**src/rtl/seg_decoder.sv**
```systemverilog
// seg_decoder: readback of an active-low seven-segment bus.
// Waits for the bus to hold steady for STABLE_CYCLES clocks.
// Then classifies the held pattern as a hex digit, blank, letter L or invalid.
// It keeps the decoded result and counts invalid patterns (saturating).
// Optional feature: define SEG_DECODE_LETTER_EN to decode 0x47 as letter L.
// Without it, 0x47 is classified as invalid.
module seg_decoder #(
    parameter int STABLE_CYCLES = 4
) (
    input  logic       clk,
    input  logic       rst_n,
    input  logic [7:0] seg_in,
    output logic [3:0] val,
    output logic [1:0] kind,
    output logic       dp,
    output logic       upd,
    output logic [7:0] err_cnt
);

    typedef enum logic {
        WAIT = 1'b0,
        HOLD = 1'b1
    } state_t;

    localparam logic [7:0] ACC_CNT  = 8'(STABLE_CYCLES - 1);
    localparam logic [1:0] K_HEX    = 2'b00;
    localparam logic [1:0] K_BLANK  = 2'b01;
    localparam logic [1:0] K_LETTER = 2'b10;
    localparam logic [1:0] K_INV    = 2'b11;

    state_t     state;
    state_t     state_nxt;
    logic [7:0] s_q;
    logic [7:0] h_q;
    logic [7:0] cnt;
    logic       match;
    logic       accept;
    logic [5:0] dec;

    // Map segments a..g (dp excluded) to {kind, val}.
    function automatic logic [5:0] decode_seg(input logic [6:0] p);
        logic [5:0] r;
        case (p)
            7'h40:   r = {K_HEX, 4'h0};
            7'h79:   r = {K_HEX, 4'h1};
            7'h24:   r = {K_HEX, 4'h2};
            7'h30:   r = {K_HEX, 4'h3};
            7'h19:   r = {K_HEX, 4'h4};
            7'h12:   r = {K_HEX, 4'h5};
            7'h02:   r = {K_HEX, 4'h6};
            7'h78:   r = {K_HEX, 4'h7};
            7'h00:   r = {K_HEX, 4'h8};
            7'h10:   r = {K_HEX, 4'h9};
            7'h08:   r = {K_HEX, 4'hA};
            7'h03:   r = {K_HEX, 4'hB};
            7'h46:   r = {K_HEX, 4'hC};
            7'h21:   r = {K_HEX, 4'hD};
            7'h06:   r = {K_HEX, 4'hE};
            7'h0E:   r = {K_HEX, 4'hF};
            7'h7F:   r = {K_BLANK, 4'h0};
`ifdef SEG_DECODE_LETTER_EN
            7'h47:   r = {K_LETTER, 4'h0};
`endif
            default: r = {K_INV, 4'h0};
        endcase
        return r;
    endfunction

    // The bus is compared against the previous sample.
    // An accept always loads the current sample.
    assign match = (seg_in == s_q);
    assign dec   = decode_seg(s_q[6:0]);

    // Sample register and saturating run-length counter of matching samples.
    always_ff @(posedge clk) begin
        if (!rst_n) begin
            s_q <= 8'hFF;
            cnt <= 8'h00;
        end else begin
            s_q <= seg_in;
            if (!match) begin
                cnt <= 8'h00;
            end else if (cnt != 8'hFF) begin
                cnt <= cnt + 8'h01;
            end
        end
    end

    // FSM state register.
    always_ff @(posedge clk) begin
        if (!rst_n) begin
            state <= WAIT;
        end else begin
            state <= state_nxt;
        end
    end

    // Next state.
    // HOLD blocks re-accepting a run that was already accepted.
    always_comb begin
        state_nxt = state;
        case (state)
            WAIT:    if (accept) state_nxt = HOLD;
            HOLD:    if (!match) state_nxt = WAIT;
            default: state_nxt = WAIT;
        endcase
    end

    // FSM output: accept fires once per stable run, when the window fills.
    always_comb begin
        accept = 1'b0;
        if (state == WAIT && match && cnt == ACC_CNT) begin
            accept = 1'b1;
        end
    end

    // Held pattern, decoded outputs, change pulse and invalid counter.
    always_ff @(posedge clk) begin
        if (!rst_n) begin
            h_q     <= 8'hFF;
            val     <= 4'h0;
            kind    <= K_BLANK;
            dp      <= 1'b0;
            upd     <= 1'b0;
            err_cnt <= 8'h00;
        end else begin
            upd <= 1'b0;
            if (accept) begin
                h_q  <= s_q;
                val  <= dec[3:0];
                kind <= dec[5:4];
                dp   <= ~s_q[7];
                upd  <= (s_q != h_q);
                if (dec[5:4] == K_INV && err_cnt != 8'hFF) begin
                    err_cnt <= err_cnt + 8'h01;
                end
            end
        end
    end

endmodule

```
**config.mk**
```make
export PLATFORM = sky130hd
export DESIGN_NAME = seg_decoder
export DESIGN_NICKNAME = d
export VERILOG_FILES = /design/src/rtl/seg_decoder.sv
export SDC_FILE = /design/constraint.sdc
export NUM_CORES = 1
export LEC_CHECK = 0
export ABC_AREA = 1
export CORE_MARGIN = 1
export CORE_UTILIZATION = 59
export DETAILED_ROUTE_END_ITERATION = 10
export HOLD_SLACK_MARGIN = 0.05
export PLACE_DENSITY = 0.84
export SLEW_MARGIN = 20
export SYNTH_ARGS = -nofsm -noshare
export SYNTH_HDL_FRONTEND = slang
export SYNTH_SLANG_ARGS = --single-unit
export TNS_END_PERCENT = 1
```
**constraint.sdc**
```tcl
create_clock -name clk -period 3.6 [get_ports clk]
set_input_delay 1.08 -clock clk [delete_from_list [all_inputs] [get_ports clk]]
set_output_delay 1.08 -clock clk [all_outputs]
set_load 0.01 [all_outputs]
```
==> impl_metrics.yaml, run 1 <==
status:
  outcome: "completed"
yosys:
  ys_seq_area_share_pct: 37.6
  netlist.area_leader.share_pct: 37.6
  synthTopCellsByArea: "dfxtp_1, nand2_1, nor2_1"
  synth_seq_cells: 41
  synth_area_um2: 2180
  synthCells: 319
  postSynthAreaPerCell_um2: 6.84
  ys_warn_count: 0
  synth.distinct_cells: 33
  synth_top_cell_by_area: "dfxtp_1"
  synth_nets: 331
drt:
  wl_per_cell_um: 11.7
  num_vias: 2007
  drtPass1Iterations: 4
  initialDrtViolationCount: 181
  antenna_left: 0
  via_per_inst: 5.12
  wl_um: 4590
  drc_errors: 0
pwr:
  vdd_drop_max_mv: 0.245
  p_per_area_nw_per_um2: 322
  p_leak_uw: 0.00113
layout:
  fillers: 299
  finalNonFillerCells: 392
  syn_to_final_growth_pct: 16.6
  post-route-util_pct: 73.9
  final_cell_mix: "nand2_1, nor2_1, dfxtp_1"
  nNetsFinal: 357
  stdcell_area_um2: 2540
  drive_gt1_share_pct: 9.25
  antennaDiodeCount: 0
  layout_commonest_cell: "nand2_1"
setup_path:
  reg2reg_depth: 7
  critPathMaxFanout: 16
  critPathRequiredTime_ns: 3.78
  rr_startpoint: "cnt[0]"
  crit_path_start_kind: "input port"
  crit_arrival_ns: 2.93
  crit_start: "seg_in[0]"
  crit_path_cell_trace: "clkdlybuf4s50_1 > xnor2_1 > nand2_1 > nor2_1 > nand3_1 > buf_4 > o31ai_1 > inv_1"
  critPathSlowestCell: "clkdlybuf4s50_1"
  crit_type: "in -> reg"
  slowest_delay_ns: 0.49
  reg2reg_to: "val[2]"
  rrSetupSlack_ns: 1.45
  cp-end-kind: "flip-flop"
sta:
  drv_slew: 0
  skew_ns: 0.00645
  fin_setup_tns_ns: 0
  tightest_slew_ns: 0.494
  fin_ws_ns: 0.844
  fmax_ghz: 0.363
  final_hold_viol_count: 0
  relSlewSlack_pct: 66.9
  finalSetupViolCount: 0
  rsz0062_at_grt: "no"
  min_period_ns: 2.76
  fin_crit_sh_pct: 76.6
grt:
  first_global_vias: 1820
  grt_max_degree: 17
  overflow: 0
  grt_pass1_wl_um: 7870
  grt_usage_pct: 25.4
  antenna_found_initial: 0
cts:
  clkSinkCount: 41
  cts_buffer_depth: 2
  cts_tree: "yes"
  cts_resized: 0
  clock_latency_ns: 0.29
  cts_buffers: 5
  hold_buffers: 0
  clkTransAtPathRegs_ns: 0.07
  cts_root_buffer: "clkbuf_8"
  cts_setup_buffers: 0
  htreeDepth: 2
floorplan:
  ios: 26
  core_um2: 3440
  die_area_um2: 3940
  rows: 21
  initial_utilization_pct: 63.4
  die_x_um: 62.8
  die_height_um: 62.8
worst_hold_path:
  worstHoldEndpoint: "dp"
  min-delay-start: "dp"
  hold_depth: 1
  hold_class: "reg -> reg"
place:
  dp_hpwl_um: 3450
  gp_congestion: 0.951
  dp.cells: 384
  io_buffers: 25
  preCtsSetupSlack_ns: 0.576
  postPlaceCellArea_um2: 2460
run:
  drv_cap: 0
-- per-layer routing --
| metal | routed length, µm | vias to the layer above | part of all wire [%] | global-route usage, % |
|---|---|---|---|---|
| li1 | - | 1065 | - | - |
| met1 | 2290 | 873 | 50 | 34.9 |
| met2 | 1960 | 60 | 43 | 38.9 |
| met3 | 274 | 9 | 6.0 | 6.20 |
| met4 | 64 | 0 | 1.4 | 8.14 |
| met5 | 0 | - | 0 | 0 |
-- per-stage QoR --
step | total power [µW] | hold slack (ns)
CTS | 821 | 0.473
floorplan | 520 | 0.443
global route | 850 | 0.483
detailed placement | 540 | 0.456
finish | 817 | 0.467
global placement | 539 | 0.454
-- flip-flops by register name, indices dropped and copies added, names as in the netlist --
name	cells
cnt	8
err_cnt	8
h_q	8
s_q	8
val	4
kind	2
dp	1
state	1
upd	1
-- report_power, final --
group	leakage (µW)	switching (µW)	internal [µW]	total, µW
sequential	0.000333	9.37	458	467
clock	0.0000395	149	138	286
combinational	0.000754	36.6	26.9	63.5
-- cells by family (layout without fill, tap and decap cells) --
group / count (synthesis) / count (layout) / synth area share (%)
compound gates: 31 / 31 / 8.78
fa+ha+maj: 2 / 2 / 1.15
flops: 41 / 41 / 37.6
xor+xnor: 15 / 15 / 6.02
mux: 1 / 1 / 0.459
buf+inv: 47 / 74 / 8.61
simple gates: 182 / 182 / 37.3
-- worst max-delay path: cells and delay by family --
kind	cells	cell delay, ns
AOI/OAI and AO/OA	1	0.29
xor gates and xnor gates	1	0.12
buffers and inverters	3	0.88
and+or+nand+nor	3	0.56
-- worst max path at each step --
| stage | to | slack [ns] |
|---|---|---|
| global route | err_cnt[2] | 0.69 |
| finish | val[2] | 0.84 |
| CTS | val[2] | 0.86 |
| global placement | val[2] | 0.61 |
| detailed placement | err_cnt[7] | 0.58 |
| floorplan | val[2] | 1.45 |
-- synth_stat cells --
cell type	n
nor2_2	5
clkbuf_1	3
inv_2	7
nand2_1	82
o22ai_1	1
nor2_8	1
buf_4	2
inv_1	32
nand4_1	4
ha_1	2
o21a_1	2
buf_2	3
a31oi_1	3
o31ai_1	1
nand3_1	18
o21ai_0	4
nor4_1	4
nor2_1	48
nand3_2	1
nand2_2	3
dfxtp_1	41
a21oi_1	9
o21ai_1	2
o211ai_1	7
nor2_4	1
a211oi_1	1
mux2i_1	1
xor2_1	10
nand3_4	1
or2_2	6
nor3_1	8
xnor2_1	5
o2111ai_1	1
-- layout make-up --
cell class                      count  area (µm²)  share of cell area (%)
Multi-Input combinational cell    231        1170                    46.1
Sequential cell                    41         821                    32.3
Clock buffer                        8        80.1                    3.15
Timing Repair Buffer               27         265                    10.4
Inverter                           39         146                    5.76
Tap cell                           46        57.6                    2.26
Note: power is estimated with default switching activity, not from simulation.
==> run 2, diff against run 1 <==
--- a/config.mk
+++ b/config.mk
@@ -7,10 +7,10 @@
 export LEC_CHECK = 0
 export ABC_AREA = 1
 export CORE_MARGIN = 1
-export CORE_UTILIZATION = 59
+export CORE_UTILIZATION = 55
 export DETAILED_ROUTE_END_ITERATION = 10
 export HOLD_SLACK_MARGIN = 0.05
-export PLACE_DENSITY = 0.84
+export PLACE_DENSITY = 0.79
 export SLEW_MARGIN = 20
 export SYNTH_ARGS = -nofsm -noshare
 export SYNTH_HDL_FRONTEND = slang
==> constraint.sdc (replaced) <==
create_clock -name clk -period 2.8 [get_ports clk]
set_input_delay 0.84 -clock clk [delete_from_list [all_inputs] [get_ports clk]]
set_output_delay 0.84 -clock clk [all_outputs]
set_load 0.01 [all_outputs]
==> run 2 against run 1 <==
Compared with the run above:
- die area increased by 7.0%
- clock power grew 75%
- power grew 45%
- via count barely moved
- core utilization shrank 4.6 points
- final cell count increased by 0.77%
- sequential share of layout area down 0.62 points
- largest cell class unchanged
==> impl_metrics.yaml, run 2 (synthesis results as in run 1) <==
status:
  outcome: "completed"
drt:
  wl_per_cell_um: 12.0
  initialDrtViolationCount: 77
  antenna_left: 0
  num_vias: 2009
  wl_um: 4740
  drtPass1Iterations: 4
  drc_errors: 0
  via_per_inst: 5.09
setup_path:
  crit_type: "in -> reg"
  critPathBufInv: 1
  critPathRequiredTime_ns: 2.99
  critPathMaxFanout: 7
  path_delay_family: "simple AND/OR/NAND/NOR gates"
  crit_path_start_kind: "input port"
  crit_arrival_ns: 2.52
  cp-end-kind: "flip-flop"
  critPathSlowestCell: "clkdlybuf4s50_1"
  slowest_delay_ns: 0.49
  crit_path_cell_trace: "clkdlybuf4s50_1 > xnor2_1 > nand2_1 > nor2_1 > nand3_1 > nor2_4 > nand3_1 > o21ai_0 > nor2_1"
floorplan:
  initial_utilization_pct: 58.3
  die_height_um: 65.0
  die_x_um: 65.0
  rows: 22
  ios: 26
  die_area_um2: 4220
  core_um2: 3740
layout:
  post-route-util_pct: 69.3
  final_cell_mix: "nand2_1, nor2_1, dfxtp_1"
  nNetsFinal: 358
  finalNonFillerCells: 395
  layout_commonest_cell: "nand2_1"
  antennaDiodeCount: 0
  syn_to_final_growth_pct: 18.9
  drive_gt1_share_pct: 10.4
place:
  preCtsSetupSlack_ns: 0.172
  dp.cells: 387
  io_buffers: 25
  gp_congestion: 0.885
  dp_hpwl_um: 3430
cts:
  cts_resized: 0
  cts_buffer_depth: 2
  cts_root_buffer: "clkbuf_8"
  clock_latency_ns: 0.30
  cts_buffers: 5
  clkTransAtPathRegs_ns: 0.08
  cts_setup_buffers: 0
  htreeDepth: 2
  clkSinkCount: 41
  hold_buffers: 0
  cts_tree: "yes"
sta:
  fmax_ghz: 0.430
  drv_slew: 0
  relSlewSlack_pct: 74.1
  min_period_ns: 2.32
  rsz0062_at_grt: "no"
  fin_crit_sh_pct: 83.0
  finalSetupViolCount: 0
  tightest_slew_ns: 0.387
  final_hold_viol_count: 0
  skew_ns: 0.00718
  fin_ws_ns: 0.477
  fin_setup_tns_ns: 0
pwr:
  p_per_area_nw_per_um2: 457
  vdd_drop_max_mv: 0.388
  p_leak_uw: 0.00115
grt:
  grt_max_degree: 20
  grt_usage_pct: 25.6
  overflow: 0
  grt_pass1_wl_um: 8450
  first_global_vias: 2010
  antenna_found_initial: 0
run:
  drv_cap: 0
worst_hold_path:
  hold_class: "reg -> reg"
-- run 2: cell types whose count changed in the layout (fill, tap and decap cells not counted) --
cell        previous run  this run
buf_4                  2         3
bufinv_16              0         1
clkbuf_1               3         0
clkbuf_8               5         6
clkinvlp_4             0         1
-- run 2: path summary, 6_finish.rpt --
path | end | start | slack, ns | cells past startpoint
worst max-delay path | err_cnt[7] | seg_in[0] | 0.48 | 9
worst min-delay path | h_q[7] | h_q[7] | 0.47 | 2
worst max register to register | err_cnt[7] | cnt[0] | 0.94 | 8
worst min register to register | h_q[7] | h_q[7] | 0.47 | 2
-- run 2: cell type report --
class | instances | area, µm²
timing repair buffer | 28 | 273
clock buffer | 6 | 82.6
clock inverter | 2 | 37.5
sequential | 41 | 821
fill | 338 | 1150
inverter | 39 | 146
multi-input combinational | 231 | 1170
tap | 48 | 60.1
-- run 2: worst register-to-register path: stages, from the launching register on --
cell,delay [ns]
dfxtp_1,0.38
ha_1,0.24
nand3_1,0.12
nor3_1,0.21
nand3_1,0.21
nor2_4,0.25
nand3_1,0.13
o21ai_0,0.17
nor2_1,0.05
-- run 2: power by group --
| group | total (µW) | switching [µW] | internal (µW) |
|---|---|---|---|
| clock | 501 | 211 | 290 |
| combinational | 82.2 | 46.6 | 35.6 |
| sequential | 601 | 12.3 | 589 |
-- run 2: stage by stage --
step	instance area, µm²	hold WS, ns	power (µW)
detailed placement	2470	0.457	696
CTS	2590	0.470	1190
floorplan	2180	0.443	668
finish	2590	0.467	1180
global route	2590	0.489	1230
global placement	2470	0.450	695
-- run 2: metal layers --
layer / GRT usage [%] / vias to the layer above / wire, µm
met3: 5.46 / 11 / 185
met4: 12.5 / 0 / 86
li1: - / 1068 / -
met1: 29.1 / 886 / 2230
met5: 0 / - / 0
met2: 44.9 / 44 / 2240
